--- config.mk ---
export PLATFORM = sky130hd
export DESIGN_NAME = omp_result_reader_flat
export DESIGN_NICKNAME = d
export VERILOG_FILES = /design/src/rtl/omp_result_reader_if.sv /design/src/rtl/omp_result_reader.sv /design/src/flat_wrapper.sv
export SDC_FILE = /design/constraint.sdc
export NUM_CORES = 1
export LEC_CHECK = 0
export ABC_AREA = 1
export BUFFER_PORTS_ARGS = -buffer_cell sky130_fd_sc_hd__buf_4
export CAP_MARGIN = 30
export CORE_ASPECT_RATIO = 1.1
export CORE_MARGIN = 2
export CORE_UTILIZATION = 50
export CTS_CLUSTER_DIAMETER = 200
export DETAILED_ROUTE_END_ITERATION = 10
export MAX_ROUTING_LAYER = met4
export PLACE_DENSITY = 0.82
export SLEW_MARGIN = 40
export SYNTH_ARGS = -nofsm -noshare
export SYNTH_HDL_FRONTEND = slang
export SYNTH_SLANG_ARGS = --single-unit
--- constraint.sdc ---
create_clock -name clk -period 3.5 [get_ports clk]
set_input_delay 0.7 -clock clk [delete_from_list [all_inputs] [get_ports clk]]
set_output_delay 0.7 -clock clk [all_outputs]
set_load 0.01 [all_outputs]
--- src/rtl/omp_result_reader_if.sv ---
// Output stream of the RAM_S result reader: one coefficient per beat, tagged
// with its RAM_S index and an end-of-drain marker.
interface omp_result_reader_if #(
    parameter int DATA_W = 32,
    parameter int ADDR_W = 8
);
    logic              out_valid;
    logic              out_ready;
    logic [DATA_W-1:0] out_data;
    logic [ADDR_W-1:0] out_index;
    logic              out_last;

    modport master (
        output out_valid,
        output out_data,
        output out_index,
        output out_last,
        input  out_ready
    );

    modport slave (
        input  out_valid,
        input  out_data,
        input  out_index,
        input  out_last,
        output out_ready
    );
endinterface

--- src/rtl/omp_result_reader.sv ---
// Drains RAM_S sequentially after the OMP core finishes and streams each
// coefficient with its index through a 2-entry FIFO that absorbs backpressure.
module omp_result_reader #(
    parameter int DATA_W    = 32,
    parameter int ADDR_W    = 8,
    parameter int DEPTH     = 256,
    parameter int SKIP_ZERO = 0
) (
    input  logic                clk,
    input  logic                rst,
    input  logic                start,
    output logic [ADDR_W-1:0]   RAM_S_A,
    output logic                RAM_S_OE,
    input  logic [DATA_W-1:0]   RAM_S_Q,
    omp_result_reader_if.master out_s,
    output logic                busy,
    output logic                done,
    output logic [ADDR_W:0]     nz_count
);
    localparam logic [1:0] ST_IDLE  = 2'd0;
    localparam logic [1:0] ST_READ  = 2'd1;
    localparam logic [1:0] ST_DRAIN = 2'd2;
    localparam logic [1:0] ST_FIN   = 2'd3;

    localparam logic [ADDR_W-1:0] LAST_ADDR = ADDR_W'(DEPTH - 1);

    logic [1:0]        state_q, state_d;
    logic [ADDR_W-1:0] addr_q, addr_d;

    // Tag of the read currently in flight (data arrives on RAM_S_Q next cycle)
    logic              pend_q;
    logic [ADDR_W-1:0] pend_idx_q;
    logic              pend_last_q;

    logic [DATA_W-1:0] ent_data_q [2];
    logic [ADDR_W-1:0] ent_idx_q  [2];
    logic              ent_last_q [2];
    logic              wr_ptr_q;
    logic              rd_ptr_q;
    logic [1:0]        occ_q, occ_d;
    logic [ADDR_W:0]   nz_q, nz_d;

    logic              head_valid;
    logic [DATA_W-1:0] head_data;
    logic [ADDR_W-1:0] head_idx;
    logic              head_last;
    logic              pop;
    logic              push;
    logic              drop_zero;
    logic [2:0]        committed;
    logic              issue;
    logic              start_ok;

    assign head_valid = (occ_q != 2'd0);
    assign head_data  = ent_data_q[rd_ptr_q];
    assign head_idx   = ent_idx_q[rd_ptr_q];
    assign head_last  = ent_last_q[rd_ptr_q];

    assign pop       = head_valid & out_s.out_ready;
    assign drop_zero = (SKIP_ZERO != 0) && (RAM_S_Q == '0) && !pend_last_q;
    assign push      = pend_q & !drop_zero;
    assign start_ok  = (state_q == ST_IDLE) && start;

    // Words already committed to the FIFO after this cycle's pop; a new read
    // is only issued when the FIFO is guaranteed a free slot for its data.
    assign committed = {1'b0, occ_q} + {2'b00, pend_q} - {2'b00, pop};
    assign issue     = (state_q == ST_READ) && (committed < 3'd2);

    always_comb begin
        state_d = state_q;
        addr_d  = addr_q;
        case (state_q)
            ST_IDLE: begin
                if (start) begin
                    state_d = ST_READ;
                    addr_d  = '0;
                end
            end
            ST_READ: begin
                if (issue) begin
                    if (addr_q == LAST_ADDR) begin
                        state_d = ST_DRAIN;
                    end else begin
                        addr_d = addr_q + ADDR_W'(1);
                    end
                end
            end
            ST_DRAIN: begin
                if (pop && head_last) begin
                    state_d = ST_FIN;
                end
            end
            default: begin
                state_d = ST_IDLE;
                addr_d  = '0;
            end
        endcase
    end

    always_comb begin
        occ_d = occ_q + {1'b0, push} - {1'b0, pop};
        nz_d  = nz_q;
        if (start_ok) begin
            nz_d = '0;
        end else if (pop && (head_data != '0)) begin
            nz_d = nz_q + (ADDR_W+1)'(1);
        end
    end

    always_ff @(posedge clk) begin
        if (rst) begin
            state_q     <= ST_IDLE;
            addr_q      <= '0;
            pend_q      <= 1'b0;
            pend_idx_q  <= '0;
            pend_last_q <= 1'b0;
            occ_q       <= 2'd0;
            wr_ptr_q    <= 1'b0;
            rd_ptr_q    <= 1'b0;
            nz_q        <= '0;
        end else begin
            state_q     <= state_d;
            addr_q      <= addr_d;
            pend_q      <= issue;
            pend_idx_q  <= addr_q;
            pend_last_q <= (addr_q == LAST_ADDR);
            occ_q       <= occ_d;
            if (push) begin
                wr_ptr_q <= ~wr_ptr_q;
            end
            if (pop) begin
                rd_ptr_q <= ~rd_ptr_q;
            end
            nz_q        <= nz_d;
        end
    end

    generate
        for (genvar gi = 0; gi < 2; gi++) begin : g_fifo_ent
            always_ff @(posedge clk) begin
                if (rst) begin
                    ent_data_q[gi] <= '0;
                    ent_idx_q[gi]  <= '0;
                    ent_last_q[gi] <= 1'b0;
                end else if (push && (wr_ptr_q == 1'(gi))) begin
                    ent_data_q[gi] <= RAM_S_Q;
                    ent_idx_q[gi]  <= pend_idx_q;
                    ent_last_q[gi] <= pend_last_q;
                end
            end
        end
    endgenerate

    assign RAM_S_A         = addr_q;
    assign RAM_S_OE        = issue;
    assign out_s.out_valid = head_valid;
    assign out_s.out_data  = head_data;
    assign out_s.out_index = head_idx;
    assign out_s.out_last  = head_last;
    assign busy            = (state_q != ST_IDLE);
    assign done            = (state_q == ST_FIN);
    assign nz_count        = nz_q;
endmodule

--- src/flat_wrapper.sv ---
// flat-port wrapper written by rule: the top's interface ports become plain ports
module omp_result_reader_flat 
#(
    parameter int DATA_W    = 32,
    parameter int ADDR_W    = 8,
    parameter int DEPTH     = 256,
    parameter int SKIP_ZERO = 0
)
  (clk, rst, start, RAM_S_A, RAM_S_OE, RAM_S_Q, busy, done, nz_count, out_s_out_valid, out_s_out_data, out_s_out_index, out_s_out_last, out_s_out_ready);
  omp_result_reader_if #(.DATA_W(DATA_W), .ADDR_W(ADDR_W)) out_s_i ();
  input  logic clk;
  input  logic rst;
  input  logic start;
  output logic [ADDR_W-1:0] RAM_S_A;
  output logic RAM_S_OE;
  input  logic [DATA_W-1:0] RAM_S_Q;
  output logic busy;
  output logic done;
  output logic [ADDR_W:0] nz_count;
  output wire logic [$bits(out_s_i.out_valid)-1:0] out_s_out_valid;
  output wire logic [$bits(out_s_i.out_data)-1:0] out_s_out_data;
  output wire logic [$bits(out_s_i.out_index)-1:0] out_s_out_index;
  output wire logic [$bits(out_s_i.out_last)-1:0] out_s_out_last;
  input wire logic [$bits(out_s_i.out_ready)-1:0] out_s_out_ready;
  assign out_s_out_valid = out_s_i.out_valid;
  assign out_s_out_data = out_s_i.out_data;
  assign out_s_out_index = out_s_i.out_index;
  assign out_s_out_last = out_s_i.out_last;
  assign out_s_i.out_ready = out_s_out_ready;
  omp_result_reader #(.DATA_W(DATA_W), .ADDR_W(ADDR_W), .DEPTH(DEPTH), .SKIP_ZERO(SKIP_ZERO)) u_core (.clk(clk), .rst(rst), .start(start), .RAM_S_A(RAM_S_A), .RAM_S_OE(RAM_S_OE), .RAM_S_Q(RAM_S_Q), .out_s(out_s_i), .busy(busy), .done(done), .nz_count(nz_count));
endmodule
==> impl_results.md, run 1 <==
* RSZ-0062 raised after global routing: false
* Hold WC Path Type: reg2reg
* Clock Path Buffers at 2
* F_max at 0.311 GHz
* Max capacitance violation total at 0
* Post-layout min period at 3.21 ns
* Ys Warns at 0
* CP Launch Type: register
* Avg WL per Cell at 12.9 µm
* H-tree depth at 4
* Count of cells resized by post-cts repair at 0
* Vias per cell at 4.76
* Post-Place Cells at 888
* VDD IR max at between 0.0004 and 0.0005 V
* RD Place Congestion at 0.837
* Final period util at 0.918
* Initial antenna violation count at 0
* Syn nets at 705
* Top cell type by total area after synthesis: edfxtp_1
* Num CTS Buffers at 17
* Mapped Cells at 659
* Setup TNS at 0 ns
* Final hold vios at 0
* Dpl hpwl at around 8000 µm
* Layout area overhead at 26.7%
* Row cnt at 40
* Clock tree root buffer cell: clkbuf_16
* Worst path arrival time at 2.51 ns
* Post-synth cell types at 26
* Vias at 4383
* Largest net degree at the start of global routing at 42
* Antenna diodes at 0
* Commonest non-fill, non-tap cells in the layout: 159 x nand2_1, 158 x inv_1, 115 x nor2_1, 103 x buf_4, 82 x edfxtp_1
* Die Ht at 114 µm
* I/O Pins at 98
* WS Path Type: reg2out
* Pwr/cell area at 689 nW/µm²
* Element type at the critical path end: primary output
* Die area at about 12000 µm²
* Flops & latches, synth at approximately 120
* Port Buf Inserts at 97
* Top cell type's share of synthesized area at 0.447
* Commonest non-fill, non-tap cell in the layout: nand2_1
* Post CTS Setup Buffer Count at 0
* Layout cells sized above 1 at 0.185
* Detail Route Antenna Nets at 0
* CORE AREA at 10800 µm²
* Synthesized area at 5500 µm²
* Ranking of synthesized cells by area: edfxtp_1 45%, dfxtp_1 12%, nand2_1 11%, inv_1 11%, nor2_1 7.8%
* Post-Route Skew at 0.0117 ns
* Status: finished, final reports clean
* Worst EP required at 2.80 ns
* Pre-antenna DRT Iters at 4
* Fillers at 886
* Worst-Margin Slew at around 0.69 ns
* Hold buffer count at cts at 0
* Seq/Total Area, Yosys at 0.571
* Clk_lat worst skew at 0.41 ns
* Clk slew on worst S/H paths at 0.06 ns
* Non-filler cells, final at 920
* Crit Path Max Fanout at 3
* # setup viols final at 0
* Pleak at 3.40 nW
* Vias in the first global route at 4300
* Average size of a mapped cell at 8.35 µm²
* Max-slew headroom at 0.538
* CTS tree: built
* Pins Over Slew Limit at 0
* Total track usage at 0.211
* Iteration-0 DRC Markers at between 200 and 300
* Gr ovfl total at 0
* Sink Count at 116
* WL final at 11800 µm
* Die width at 104 µm
* Initial core utilization at 0.509
* Post-route DRC at 0
* First-pass GRT wire length at 19200 µm
* Nets at 806
## layer usage
metal,routed length [µm],vias up,global-route usage
met4,182,0,0.0919
met5,0,-,-
met1,4740,2017,0.227
met2,6100,164,0.369
li1,-,2184,-
met3,821,18,0.0571
## kinds of logic (layout without fill, tap and decap cells)
family,count (synthesis),after routing,share of synthesized area
and+or+nand+nor,299,299,0.213
xor gates and xnor gates,7,7,0.0111
AOI/OAI and AO/OA,47,47,0.0439
adders and majority gates,10,10,0.0241
buffers and inverters,180,294,0.137
DFF,116,116,0.571
## power by group
group          total [mW]  internal, mW  leakage [nW]  switching (mW)
registers            1.73          1.63          1.13          0.0997
logic                1.29         0.513          1.96           0.782
clock network        1.78          1.20         0.315           0.579
total                4.81          3.35          3.40            1.46
## synth_stat cells
library cell / number
a21oi_1: 24
nand3b_1: 1
a21oi_2: 1
inv_1: 158
nor2_1: 115
nor3_2: 1
xor2_1: 5
nor3b_1: 2
inv_6: 1
xnor2_1: 2
dfxtp_1: 34
nand3_2: 1
ha_1: 9
nand2_2: 2
nor3_1: 3
buf_4: 1
buf_1: 2
buf_6: 9
fa_1: 1
o21ai_1: 9
edfxtp_1: 82
nand2_1: 159
nand3_1: 15
clkbuf_1: 9
o21ai_0: 12
o211ai_1: 1
## final timing paths
path | endpoint | startpoint | slack, ns | cells after the start
max | RAM_S_OE | u_core.occ_q[1] | 0.29 | 12
max reg2reg | u_core.RAM_S_A[1] | u_core.occ_q[1] | 0.65 | 16
min | register | u_core.rd_ptr_q | 0.47 | 1
min reg2reg | register | u_core.rd_ptr_q | 0.47 | 1
## through the flow
step,power (mW),util,hold slack [ns],worst slack (ns),cell area (µm²)
after floorplan,2.55,-,0.426,0.406,5500
after global placement,2.99,0.587,0.435,0.520,6340
after detailed placement,3.05,0.587,0.450,0.425,6340
after CTS,4.84,0.645,0.465,0.286,6980
after global routing,5.06,0.645,0.485,0.0841,6980
final,4.81,0.645,0.466,0.287,6980
## flip-flops by register name, indices dropped and copies added, names as in the netlist, named ones only
name and cells:
u_core.pend_last_q 1, u_core.ent_data_q 64, u_core.wr_ptr_q 1, u_core.ent_idx_q 16, u_core.pend_idx_q 8, u_core.RAM_S_A 8, u_core.ent_last_q 2, u_core.pend_q 1
u_core.rd_ptr_q 1, u_core.state_q 2, u_core.occ_q 2, u_core.nz_count 9
## critical path, cell delays in order (launching register included)
cell,delay [ns]
dfxtp_1,0.31
inv_1,0.11
nand2_1,0.08
nand2_1,0.11
inv_1,0.07
ha_1,0.27
inv_1,0.04
ha_1,0.20
fa_1,0.44
inv_1,0.08
nand3_1,0.13
nor2_1,0.12
buf_4,0.13
## final cells by class
cell class                      instances  area (µm²)  area share
Timing Repair Buffer                  103         773       0.111
Clock inverter                          5        52.6     0.00753
Tap cell                              147         184      0.0264
Multi-Input combinational cell        363        1640       0.235
Clock buffer                           27         578      0.0829
Sequential cell                       116        3140       0.451
Inverter                              159         602      0.0863
(Power assumes the default switching activity.)
==> run 2: changes to the inputs <==
Settings changed: MAX_ROUTING_LAYER met4 to not set.
==> impl_results.md, run 2 (synthesis results as in run 1) <==
* Detail Route Antenna Nets at 0
* Seq pwr share at 0.360
* Post-route DRC at 0
* RSZ-0062 raised after global routing: false
* Hold buffer count at cts at 0
* RD Place Congestion at 0.824
* Top reg by flops: u_core.ent_data_q
* Layout cells sized above 1 at 0.185
* Vias per cell at 4.76
* Post-Place Cells at ~890
* CP dominant cell by count: inv_1
* Layout area overhead at 26.7%
* Initial antenna violation count at 0
* CTS tree: built
* Row cnt at 40
* Vias in the first global route at 4301
* CP Cell Sequence: inv_1, nand2_1, nand2_1, inv_1, ha_1, inv_1, ha_1, fa_1, inv_1, nand3_1, nor2_1, buf_4
* Crit Path Max Fanout at 3
* Clk slew on worst S/H paths at 0.06 ns
* First-pass GRT wire length at 19200 µm
* Element type at the critical path end: primary output
* Worst-Margin Slew at 0.704 ns
* Largest register FFs at 64
* Largest net degree at the start of global routing at 42
* F_max at 0.311 GHz
* Slowest CP cell: fa_1
* Min Hold Slack at 0.466 ns
* Clk pwr share at 0.370
* CP Launch Type: register
* Post-Route Skew at about 0.012 ns
* Commonest non-fill, non-tap cells in the layout: 159 x nand2_1, 158 x inv_1, 115 x nor2_1, 103 x buf_4, 82 x edfxtp_1
* Worst path arrival time at 2.51 ns
* Setup TNS at 0 ns
* Hold WC Path Type: reg2reg
* Port Buf Inserts at 97
* VDD IR max at 0.000447 V
* Power Total at 4.81 mW
* Initial core utilization at 0.509
* Final hold vios at 0
* Die area at around 12000 µm²
* Status: finished, final reports clean
* Pre-antenna DRT Iters at 5
* Count of cells resized by post-cts repair at 0
* Total track usage at 0.205
* Comb pwr share at 0.269
* Antenna diodes at 0
* Clock Path Buffers at 2
* Switching Power at 1.46 mW
* Max capacitance violation total at 0
* Num CTS Buffers at 17
* P_int at 3.35 mW
* Dpl hpwl at 7950 µm
* WL final at 11900 µm
* Sw Share at 0.304
* Iteration-0 DRC Markers at 253
* CORE AREA at 10800 µm²
* Max-slew headroom at 0.531
* Die width at between 100 and 150 µm
* Worst EP required at 2.80 ns
* Post-layout min period at about 3.2 ns
* Avg WL per Cell at 12.9 µm
* Post CTS Setup Buffer Count at 0
* Clk_lat worst skew at 0.41 ns
* Clock tree root buffer cell: clkbuf_16
* Nets at 806
* H-tree depth at 4
* WS Path Type: reg2out
* Cell area after layout at 6980 µm²
* Pwr/cell area at 690 nW/µm²
* Pleak at 3.40 nW
* Pins Over Slew Limit at 0
* Slowest cell delay on critical path at roughly 0.44 ns
* Final period util at 0.918
* Die Ht at around 110 µm
* Sink Count at 116
* Non-filler cells, final at 920
* Post-DP Area at 6340 µm²
* I/O Pins at about 100
* # setup viols final at 0
* Vias at 4378
* Commonest non-fill, non-tap cell in the layout: nand2_1
* Gr ovfl total at 0
run 2: cell counts in the layout (fill, tap and decap cells not counted):
No cell type changed its count.
run 2: layout make-up:
| type | count | area, µm² |
|---|---|---|
| clock buffers | 27 | 578 |
| clock inverters | 5 | 52.6 |
| fillers | 886 | 3830 |
| inverters | 159 | 602 |
| multi-input cells | 363 | 1640 |
| flip-flops and latches | 116 | 3140 |
| well taps | 147 | 184 |
| repair buffers | 103 | 773 |
run 2: power groups by stage:
stage | clock network [mW] | logic, mW | registers [mW]
final | 1.78 | 1.30 | 1.73
after global routing | 1.87 | 1.45 | 1.75
after CTS | 1.80 | 1.30 | 1.73
after detailed placement | 0 | 1.30 | 1.76
after global placement | 0 | 1.24 | 1.75
after floorplan | 0 | 0.832 | 1.71
run 2: per-layer routing:
metal,up-vias,GRT usage,part of all wire
li1,2187,-,-
met1,2018,0.227,0.40
met2,155,0.369,0.51
met3,18,0.0583,0.068
met4,0,0.0919,0.017
met5,-,0,0
run 2: final timing paths:
check | cells past startpoint | slack (ns) | from | endpoint
max | 12 | 0.29 | u_core.occ_q[1] | RAM_S_OE
min | 1 | 0.47 | u_core.rd_ptr_q | register
max reg2reg | 16 | 0.65 | u_core.occ_q[1] | u_core.RAM_S_A[1]
min reg2reg | 1 | 0.47 | u_core.rd_ptr_q | register
run 2: critical path: cells and delay by family (launching register included):
| family | cells | cell delay, ns |
|---|---|---|
| adders and majority gates | 3 | 0.91 |
| buffers and inverters | 5 | 0.43 |
| DFF | 1 | 0.31 |
| and+or+nand+nor | 4 | 0.44 |
run 2: metrics by stage:
step,worst slack [ns],utilization
6_report,0.287,0.645
5_1_grt,0.0841,0.645
3_3_place_gp,0.520,0.587
2_1_floorplan,0.406,-
3_5_place_dp,0.425,0.587
4_1_cts,0.286,0.645
==> run 3: changes to the inputs <==
Settings changed: CORE_UTILIZATION 50 to 40, PLACE_DENSITY 0.82 to 0.7.
==> impl_results.md, run 3 (synthesis results as in run 1) <==
* I/O Pins at 98
* Min Hold Slack at ~0.46 ns
* Gr ovfl total at 0
* Num CTS Buffers at 17
* Seq pwr share at 0.354
* Detail Route Antenna Nets at 0
* Commonest non-fill, non-tap cells in the layout: 159 x nand2_1, 158 x inv_1, 115 x nor2_1, 103 x buf_4, 82 x edfxtp_1
* Post CTS Setup Buffer Count at 0
* Max capacitance violation total at 0
* Crit Path Max Fanout at 3
* Post-Route Skew at 0.00653 ns
* Sink Count at between 100 and 150
* Post-route DRC at 0
* RD Place Congestion at 0.799
* Vias per cell at 4.39
* Pins Over Slew Limit at 0
* Count of cells resized by post-cts repair at 0
* Layout cells sized above 1 at 0.189
* Pleak at 3.42 nW
* P_int at ~3.4 mW
* Power Total at 4.91 mW
* CTS tree: built
* Clk pwr share at 0.389
* Layout area overhead at 28.4%
* Row cnt at 44
* Comb pwr share at 0.257
* Status: finished, final reports clean
* Final hold vios at 0
* Largest net degree at the start of global routing at between 40 and 50
* VDD IR max at 0.000434 V
* CORE AREA at 13300 µm²
* Total track usage at 0.164
* Antenna diodes at 0
* Final period util at 0.894
* Worst EP required at 2.80 ns
* Clock tree root buffer cell: clkbuf_16
* Element type at the critical path end: primary output
* Die Ht at 127 µm
* Clk slew on worst S/H paths at ~0.050 ns
* Die area at 14700 µm²
* F_max at 0.320 GHz
* Worst-Margin Slew at 0.760 ns
* Post-layout min period at 3.13 ns
* Largest register FFs at 64
* H-tree depth at 4
* Fin util at 0.531
* Nets at 806
* Port Buf Inserts at 97
* Switching Power at 1.46 mW
* First-pass GRT wire length at 18600 µm
* CP Launch Type: register
* Clock Path Buffers at 2
* Initial core utilization at 0.413
* # setup viols final at 0
* Setup TNS at 0 ns
* Avg WL per Cell at 11.6 µm
* Max-slew headroom at 0.491
* Hold WC Path Type: reg2reg
* Flop-to-flop setup slack at 0.75 ns
* Commonest non-fill, non-tap cell in the layout: nand2_1
* Pwr/cell area at 695 nW/µm²
* Clk_lat worst skew at 0.41 ns
* WL final at 11100 µm
* RSZ-0062 raised after global routing: false
* WS Path Type: reg2out
* Die width at 116 µm
* Dpl hpwl at 7450 µm
* Pre-antenna DRT Iters at 4
* Vias at 4205
* Sw Share at 0.298
* Top reg by flops: u_core.ent_data_q
* Initial antenna violation count at 0
* Vias in the first global route at about 4000
* Worst path arrival time at 2.43 ns
* Iteration-0 DRC Markers at 161
* Hold buffer count at cts at 0
-- run 3: power by group through the flow --
| stage | sequential (mW) | combinational [mW] | clock (mW) |
|---|---|---|---|
| detailed placement | 1.77 | 1.28 | 0 |
| global route | 1.76 | 1.44 | 2.01 |
| CTS | 1.74 | 1.29 | 1.94 |
| floorplan | 1.71 | 0.832 | 0 |
| global placement | 1.76 | 1.26 | 0 |
| finish | 1.74 | 1.26 | 1.91 |
-- run 3: through the flow --
step | area (µm²) | std cells | worst slack, ns
2_1_floorplan | 5500 | 659 | 0.406
3_3_place_gp | 6390 | 925 | 0.500
3_5_place_dp | 6390 | 925 | 0.429
4_1_cts | 7070 | 957 | 0.353
5_1_grt | 7070 | 957 | 0.130
6_report | 7070 | 957 | 0.371
-- run 3: layout make-up --
| cell class | count | area (µm²) |
|---|---|---|
| Fill cell | 1276 | 6250 |
| Tap cell | 184 | 230 |
| Inverter | 159 | 602 |
| Multi-Input combinational cell | 363 | 1640 |
| Sequential cell | 116 | 3150 |
| Clock inverter | 8 | 96.3 |
| Timing Repair Buffer | 103 | 773 |
| Clock buffer | 24 | 578 |
-- run 3: path summary, 6_finish.rpt --
path	start	to	cells after the start
setup reg to reg	u_core.occ_q[1]	u_core.RAM_S_A[2]	16
setup / recovery	u_core.occ_q[1]	RAM_S_OE	12
hold / removal	u_core.rd_ptr_q	register	1
hold reg to reg	u_core.rd_ptr_q	register	1
-- run 3: critical path: stages (launching register included) --
cell and delay [ns]:
dfxtp_1 0.31, inv_1 0.11, nand2_1 0.08, nand2_1 0.10
inv_1 0.06, ha_1 0.27, inv_1 0.04, ha_1 0.18
fa_1 0.42, inv_1 0.09, nand3_1 0.13, nor2_1 0.12
buf_4 0.13
-- run 3: per-layer routing --
layer,vias up,global-route usage,share of wire
met2,89,0.278,0.51
met5,-,0,0
met1,1915,0.199,0.43
met3,19,0.0356,0.045
met4,0,0.0721,0.019
li1,2182,-,-
